<file path="config.mk">
export PLATFORM = sky130hd
export DESIGN_NAME = sram_loader
export DESIGN_NICKNAME = d
export VERILOG_FILES = /design/src/rtl/bythoven_pkg.sv /design/src/rtl/sram_write_timer.sv /design/src/rtl/sram_loader.sv
export SDC_FILE = /design/constraint.sdc
export NUM_CORES = 1
export LEC_CHECK = 0
export ABC_CLOCK_PERIOD_IN_PS = 5400
export BUFFER_PORTS_ARGS = -buffer_cell sky130_fd_sc_hd__buf_4
export CELL_PAD_IN_SITES_DETAIL_PLACEMENT = 1
export CELL_PAD_IN_SITES_GLOBAL_PLACEMENT = 2
export CORE_MARGIN = 4
export CORE_UTILIZATION = 34
export DETAILED_ROUTE_END_ITERATION = 10
export PLACE_DENSITY = 0.95
export SLEW_MARGIN = 15
export SYNTH_ARGS = -nofsm -noshare
export SYNTH_HDL_FRONTEND = slang
export SYNTH_SLANG_ARGS = --single-unit
</file>
<file path="constraint.sdc">
create_clock -name clk -period 5.4 [get_ports clk]
set_input_delay 0.27 -clock clk [delete_from_list [all_inputs] [get_ports clk]]
set_output_delay 0.27 -clock clk [all_outputs]
set_load 0.005 [all_outputs]
</file>
<file path="src/rtl/bythoven_pkg.sv">
// Shared constants and types for the song-loader datapath.
// The loader state encoding lives here so every consumer of the loader sees the same names.
package bythoven_pkg;

    localparam int ADDR_W         = 18;
    localparam int DATA_W         = 16;
    localparam int CYCLES_PER_SEC = 50_000_000;

    localparam logic [ADDR_W-1:0] ADDR_MAX = '1;

    typedef enum logic [2:0] {
        IDLE,
        WAIT_DATA,
        SETUP,
        STROBE,
        HOLD,
        FINISH
    } loader_state_t;

    // Increments by one, but sticks at the top value instead of rolling over.
    function automatic logic [ADDR_W-1:0] sat_inc(input logic [ADDR_W-1:0] value);
        return (value == ADDR_MAX) ? value : value + ADDR_W'(1);
    endfunction

endpackage

</file>
<file path="src/rtl/sram_write_timer.sv">
// Down-counter that measures how long the SRAM write strobe stays low.
// Load it one cycle before the strobe; expire is high during the last strobe cycle.
module sram_write_timer #(
    parameter int WIDTH = 4
) (
    input  logic             clk,
    input  logic             rst,
    input  logic             load,
    input  logic [WIDTH-1:0] load_value,
    output logic             expire
);

    logic [WIDTH-1:0] count;

    always_ff @(posedge clk or posedge rst) begin
        if (rst) begin
            count <= '0;
        end else if (load) begin
            count <= load_value;
        end else if (count != '0) begin
            count <= count - WIDTH'(1);
        end
    end

    assign expire = (count == WIDTH'(1)) && !load;

endmodule

</file>
<file path="src/rtl/sram_loader.sv">
// Streams song instruction words from a valid/ready producer into an asynchronous SRAM.
// Each word goes through SETUP, a WE_LOW_CYCLES-long write strobe and one data-hold cycle.
module sram_loader
    import bythoven_pkg::*;
#(
    parameter int WE_LOW_CYCLES = 2
) (
    input  logic              clk,
    input  logic              rst,
    input  logic              start,
    input  logic [ADDR_W-1:0] start_addr,
    input  logic              in_valid,
    input  logic [DATA_W-1:0] in_data,
    input  logic              in_last,
    output logic              in_ready,
    output logic [ADDR_W-1:0] sram_a,
    output logic [DATA_W-1:0] sram_d_out,
    output logic              sram_d_oe,
    output logic              sram_we,
    output logic              sram_ce,
    output logic              sram_oe,
    output logic              sram_lb,
    output logic              sram_ub,
    output logic              busy,
    output logic              done,
    output logic [ADDR_W-1:0] word_count,
    output logic              wrapped
);

    // Legal strobe widths are 1..15, so four bits always suffice.
    localparam logic [3:0] WE_LOW = 4'(WE_LOW_CYCLES);

    loader_state_t state;
    logic          last_word;
    logic          timer_load;
    logic          timer_expire;

    assign timer_load = (state == SETUP);
    assign sram_oe    = 1'b1;

    sram_write_timer #(
        .WIDTH(4)
    ) u_timer (
        .clk       (clk),
        .rst       (rst),
        .load      (timer_load),
        .load_value(WE_LOW),
        .expire    (timer_expire)
    );

    // Every output is a flop updated on the transition into the state that needs it,
    // so the SRAM pins never see decode glitches.
    always_ff @(posedge clk or posedge rst) begin
        if (rst) begin
            state      <= IDLE;
            sram_a     <= '0;
            sram_d_out <= '0;
            last_word  <= 1'b0;
            word_count <= '0;
            wrapped    <= 1'b0;
            in_ready   <= 1'b0;
            busy       <= 1'b0;
            done       <= 1'b0;
            sram_we    <= 1'b1;
            sram_d_oe  <= 1'b0;
            sram_ce    <= 1'b1;
            sram_lb    <= 1'b1;
            sram_ub    <= 1'b1;
        end else begin
            case (state)
                IDLE: begin
                    done <= 1'b0;
                    if (start) begin
                        state      <= WAIT_DATA;
                        sram_a     <= start_addr;
                        word_count <= '0;
                        wrapped    <= 1'b0;
                        in_ready   <= 1'b1;
                        busy       <= 1'b1;
                        sram_ce    <= 1'b0;
                        sram_lb    <= 1'b0;
                        sram_ub    <= 1'b0;
                    end
                end

                WAIT_DATA: begin
                    if (in_valid) begin
                        state      <= SETUP;
                        sram_d_out <= in_data;
                        last_word  <= in_last;
                        in_ready   <= 1'b0;
                        sram_d_oe  <= 1'b1;
                    end
                end

                SETUP: begin
                    state   <= STROBE;
                    sram_we <= 1'b0;
                end

                STROBE: begin
                    if (timer_expire) begin
                        state   <= HOLD;
                        sram_we <= 1'b1;
                    end
                end

                HOLD: begin
                    word_count <= sat_inc(word_count);
                    sram_d_oe  <= 1'b0;
                    if (last_word) begin
                        state <= FINISH;
                        done  <= 1'b1;
                    end else begin
                        // The address space is circular; running off the top is flagged, not fatal.
                        state    <= WAIT_DATA;
                        in_ready <= 1'b1;
                        sram_a   <= sram_a + ADDR_W'(1);
                        if (sram_a == ADDR_MAX) begin
                            wrapped <= 1'b1;
                        end
                    end
                end

                FINISH: begin
                    state   <= IDLE;
                    done    <= 1'b0;
                    busy    <= 1'b0;
                    sram_ce <= 1'b1;
                    sram_lb <= 1'b1;
                    sram_ub <= 1'b1;
                end

                default: begin
                    state <= IDLE;
                end
            endcase
        end
    end

endmodule

</file>
# Yosys cells after proc, flatten, opt, wreduce, memory -nomap -nowiden
# Index checks and enable logic that the tools add are counted.
# word_totals
regBits	67
latch_bits	0
ramBits	0
rom_bits	0
output_inout_bits	62
word_cells	82
n_memories	0
# op_classes
n_addsub	3
n_mul	0
div	0
magnitude_cmp	0
n_eq_ne	15
n_shift	0
n_mux	29
n_bitwise	0
reduce_logical	22
# ops
cell	count
$mux 18	4
$pmux 18 s2	2
$add 18x1->18 const B	2
$eq 18x18->1 const B	2
$pmux 3 s5	1
$ne 2x2->1 const B	7
$mux 3	4
$pmux 1 s2	6
$reduce_bool 2->1	6
$reduce_and 2->1	5
$mux 1	9
$reduce_and 3->1	3
$mux 4	2
$reduce_and 4->1	2
$eq 3x2->1 const B	2
$eq 3x3->1 const B	2
$eq 4x1->1 const B	1
$reduce_bool 4->1	1
$sub 4x1->4 const B	1
$eq 3x1->1 const B	1
$logic_not 3->1	1
$pmux 1 s3	1
$reduce_bool 3->1	1
$reduce_or 2->1	1
2 further kinds	2

# Longest topological paths before layout
# logic_depth
word_depth	5
depth_mapped	7

# Cells and area by module
# A second synthesis with hierarchy kept.
# unflattened
hier_cells	387
hier_area_um2	3721.1
# modules_own_cells
mod	instances	cells_each	area_per_inst_um2	seq_area_each_um2
sram_loader	1	359	3447.1	1579.0
sram_write_timer	1	28	274.0	100.1

# Least setup slack after synthesis
# OpenSTA, ideal clock, no wires.
# synth_timing
kind	register to register
startpoint	reg word_count[0]
endpoint	reg word_count[16]
setup_time_ns	0.138
arrival_ns	1.555
t_required_ns	5.262
setup_slack_ns	3.707
stages_incl_launch_ff	8
period_less_slack_ns	1.693
path_cell_list	dfrtp_1 > ha_1 > and2_1 > and2_1 > buf_2 > and3_1 > a41oi_1 > a21oi_1
# synth_between
elab_chain_cells	3
elab_cells_between_ends	6
# synth_rtl
item	line	text
start, declared	sram_loader.sv:26	output logic [ADDR_W-1:0] word_count,
start signal, assigned	sram_loader.sv:109	word_count <= sat_inc(word_count);
$add 18x1->18 or $eq 18x18->1 (tied branches)	bythoven_pkg.sv:22	return (value == ADDR_MAX) ? value : value + ADDR_W'(1);
$mux 18 or $ne 2x2->1 (tied branches)	--	
$pmux 18 s2 or $reduce_and 3->1 (tied branches)	--	
# Several ways; a longest one is shown, not always the timed one. The select of a mux whose other input is x is not followed.
# A chain may end at the register's enable or synchronous reset.

# Final worst setup path
# layout_timing
startpoint	reg state[2]
endpoint	reg sram_a[9]
# layout_between
elab_chain_cells	3
elab_cells_between_ends	7
# layout_rtl
item	line	text
start, declared	sram_loader.sv:33	loader_state_t state;
start signal, assigned	sram_loader.sv:55	state <= IDLE;
start signal, assigned	sram_loader.sv:74	state <= WAIT_DATA;
start signal, assigned	sram_loader.sv:88	state <= SETUP;
$eq 3x3->1 or $logic_not 3->1 (tied branches)	sram_loader.sv:70	case (state)
$ne 2x2->1 (no source line) or $reduce_bool 2->1 (tied branches)	--	
$reduce_and 3->1 (no source line)	--	
end signal, assigned	sram_loader.sv:75	sram_a <= start_addr;
end signal, assigned	sram_loader.sv:118	sram_a <= sram_a + ADDR_W'(1);
end, declared	sram_loader.sv:16	output logic [ADDR_W-1:0] sram_a,
# Several ways; a longest one is shown, not always the timed one.

==> reports/summary.txt <==
Routed wire per std cell = 17.44 um
I/O Buffers = 99
Initial Utilization = 34.74%
Pwr Density = 222.5 mW/mm2
worst reg2reg setup slack = 2.79 ns
Clock power frac = 46.9%
fin cells = 597
Die W = 110.3 um
clock latency at the later pin of the worst-skew pair = 0.34 ns
CP max FO = 24
dpl ws = 2.798 ns
worst path arrival time = 2.82 ns
share of the synthesized area in the top cell type = 45.76%
total track usage = 17.76%
outcome = complete, no violations
Via density = 5.365
Mapped Cells = 363
Clock Pin Slew Worst Setup and Hold Paths = 0.09 ns
Setup Buffers After CTS = 0
mapped cell area = 0.003555 mm2
Final WS setup = 2.787 ns
initial DRC count = 115
Cell Int Power = 0.7949 mW
reg2reg end = sram_a[9]$_DFFE_PP0P_
Worst Setup End Kind = register
synth unique cells = 56
Ports = 101
Reg2Reg Depth = 5
worst flop-to-flop path startpoint = state[2]$_DFFE_PP0P_
Die Ht = 110.3 um
leakage power total = 2.116 nW
fillcell total = 1175
layout cells sized above 1 = 32.97%
sw frac = 21.71%
GRT overflow = 0
WL met2 = 5.187 mm
Worst Hold Depth = 3
maxcap violations = 0
Post-synth ARST share = 100.0%
Final #Nets = 500
via count = 3203
core area = 0.01023 mm2
Avg Cell Area, Syn = 9.792 um2
startpoint types = register
number of global-route vias before repair = 3327
Worst Max-Slew Pin Slew = 0.9539 ns
Final Setup Violations = 0
Mapped Nets = 407
Max Fclk = 382.7 MHz
Synth area leaders = dfrtp_1 (46%), mux2_2 (5.4%), a21oi_1 (4.4%)
Critical Path Max Stage Delay = 0.90 ns
setup TNS = 0 ns
Final Core Density = 44.60%
CTS Buf Count = 9
DRC = 0
Area Overhead vs Synth = 28.37%
Psw = 0.2205 mW
post-layout min period = 2.613 ns
Worst Path Class, Setup = reg -> reg
uppermost layer routed = met4
maximum VDD drop = 0.1112 mV
diode count = 0
hpwl dp = 7.575 mm
Period Utilization, post-route = 48.39%
CTS tree = yes
die area = 0.01216 mm2
clock skew = 0.01606 ns
sequential power share = 49.4%
worst path required time = 5.60 ns
placed instance count = 581
worst hold path type = in -> reg
slowest CP cell = dfrtp_1
largest net degree at the start of global routing = 68
Synth Register Bits = 67
final slew viol count = 0
first-pass GRT wire length = 16.92 mm
Hold Startpoint = start_addr[0]
H-tree Lvls = 3
initial antenna violation count = 0
Clock Path Buffers = 2
combinational power share = 3.8%
synth warn = 0
cells along the critical path = or3b_1 > nor2_1 > nand3_1 > o22ai_1 > a21oi_1
WL met3 = 521 um
clk sinks = 67
Power, Total = 1.015 mW
# resized after CTS = 0
Post-DRT Antenna Nets = 0
Hold Buf Count CTS = 0
Pre-Repair DR Iteration Count = 4
wl on met1 = 4.633 mm
RSZ-0062 raised after global routing = false
dominant cell type by area after synthesis = dfrtp_1
drt total wl = 10.41 mm
global placement routability congestion = 0.7980
Synth Flop Type = dfrtp_1
Root Driver = clkbuf_8
register area share after synthesis = 47.24%
worst hold endpoint = sram_a[0]$_DFFE_PP0P_
Hold Violations, Final = 0
# rows = 37
relative slew slack = 36.41%
EDFF count, synth = 0
## per-layer routing
layer	vias to the layer above	track usage, %
met3	5	4.193
met1	1579	23.52
li1	1528	-
met2	91	29.38
met4	0	4.398
met5	-	0
## layout make-up
cell class                 instances  area [um2]  area share [%]
tap                              136       170.2           3.729
clock buffer                      10       137.6           3.016
timing repair buffer             101       758.2           16.62
multi-input combinational        270        1704           37.35
clock inverter                     6       87.58           1.919
sequential                        67        1679           36.80
inverter                           7       26.28          0.5758
## cells in the final DEF, fill, tap and decap left out, types with 2 or more instances in the layout
cell type	count
nand2_1	30
mux2_2	17
or3_1	3
nor3_4	2
and2_1	4
o311ai_0	3
inv_1	6
dfstp_2	2
or3_2	2
buf_4	101
o22ai_1	7
a21oi_1	31
mux2i_1	2
o21ai_2	2
and3_1	10
nor2_1	32
nand2b_1	3
a41oi_1	4
nand3_1	18
clkinv_2	2
and2_2	2
ha_1	5
clkbuf_8	10
and2b_2	2
nor3_1	7
o22a_1	2
nand4_1	6
bufinv_16	2
a211oi_1	5
a311oi_1	2
and4_1	4
o211ai_1	4
o31ai_1	6
nor2b_1	4
dfrtp_1	65
a31oi_1	5
o21ai_0	28
## power by group through the flow
stage | Combinational, mW | Clock, mW | Sequential (mW)
after floorplan | 0.0126 | 0 | 0.511
after global routing | 0.0428 | 0.514 | 0.501
after global placement | 0.0385 | 0 | 0.511
after detailed placement | 0.0392 | 0 | 0.511
final | 0.0381 | 0.476 | 0.501
after CTS | 0.0392 | 0.489 | 0.501
## Yosys cell counts, types with 5 or more instances
| cell type | count |
|---|---|
| nand2_1 | 30 |
| nor2_1 | 32 |
| a211oi_1 | 5 |
| nand3_1 | 18 |
| mux2_2 | 17 |
| buf_4 | 6 |
| a21oi_1 | 31 |
| o22ai_1 | 7 |
| buf_2 | 5 |
| ha_1 | 5 |
| nor3_1 | 7 |
| o21ai_0 | 28 |
| a31oi_1 | 5 |
| dfrtp_1 | 65 |
| and3_1 | 10 |
| nand4_1 | 6 |
| inv_1 | 7 |
| o31ai_1 | 6 |
## metrics by stage
step | hold WS (ns) | area [um2]
5_1_grt | 0.1357 | 4563
4_1_cts | 0.1409 | 4563
3_3_place_gp | 0.4911 | 4338
3_5_place_dp | 0.4953 | 4338
6_report | 0.1585 | 4563
2_1_floorplan | 0.4027 | 3555
## kinds of logic after synthesis
| family | share of synthesized area (%) |
|---|---|
| and+or+nand+nor | 20.17 |
| buffers and inverters | 4.822 |
| DFF | 47.24 |
| muxes | 5.949 |
| other | 0.1055 |
| xor gates and xnor gates | 0.4929 |
| AOI/OAI and AO/OA | 19.47 |
| adders and majority gates | 1.760 |
## critical path: cells and delay by family, from the launching register on
kind	cells	cell delay [ns]
flip-flops	1	0.90
AO/OA/AOI/OAI	2	0.22
AND/OR/NAND/NOR	3	1.34
## how the worst max path moves through the flow
stage | from | to | slack (ns) | cells after the start
floorplan | rst | busy$_DFFE_PP0P_ | 3.45 | 1
global placement | state[2]$_DFFE_PP0P_ | sram_a[9]$_DFFE_PP0P_ | 2.87 | 5
global route | state[2]$_DFFE_PP0P_ | sram_a[9]$_DFFE_PP0P_ | 2.59 | 5
CTS | state[2]$_DFFE_PP0P_ | sram_a[9]$_DFFE_PP0P_ | 2.80 | 5
finish | state[2]$_DFFE_PP0P_ | sram_a[9]$_DFFE_PP0P_ | 2.79 | 5
detailed placement | state[2]$_DFFE_PP0P_ | sram_a[9]$_DFFE_PP0P_ | 2.80 | 5
## flip-flops by register name, summed over array words and instances (netlist names)
signal         cells
sram_d_out        16
in_ready           1
last_word          1
u_timer.count      4
sram_ub            1
word_count        18
done               1
sram_a            18
busy               1
sram_we            1
wrapped            1
sram_d_oe          1
state              3
(Power assumes the default switching activity.)
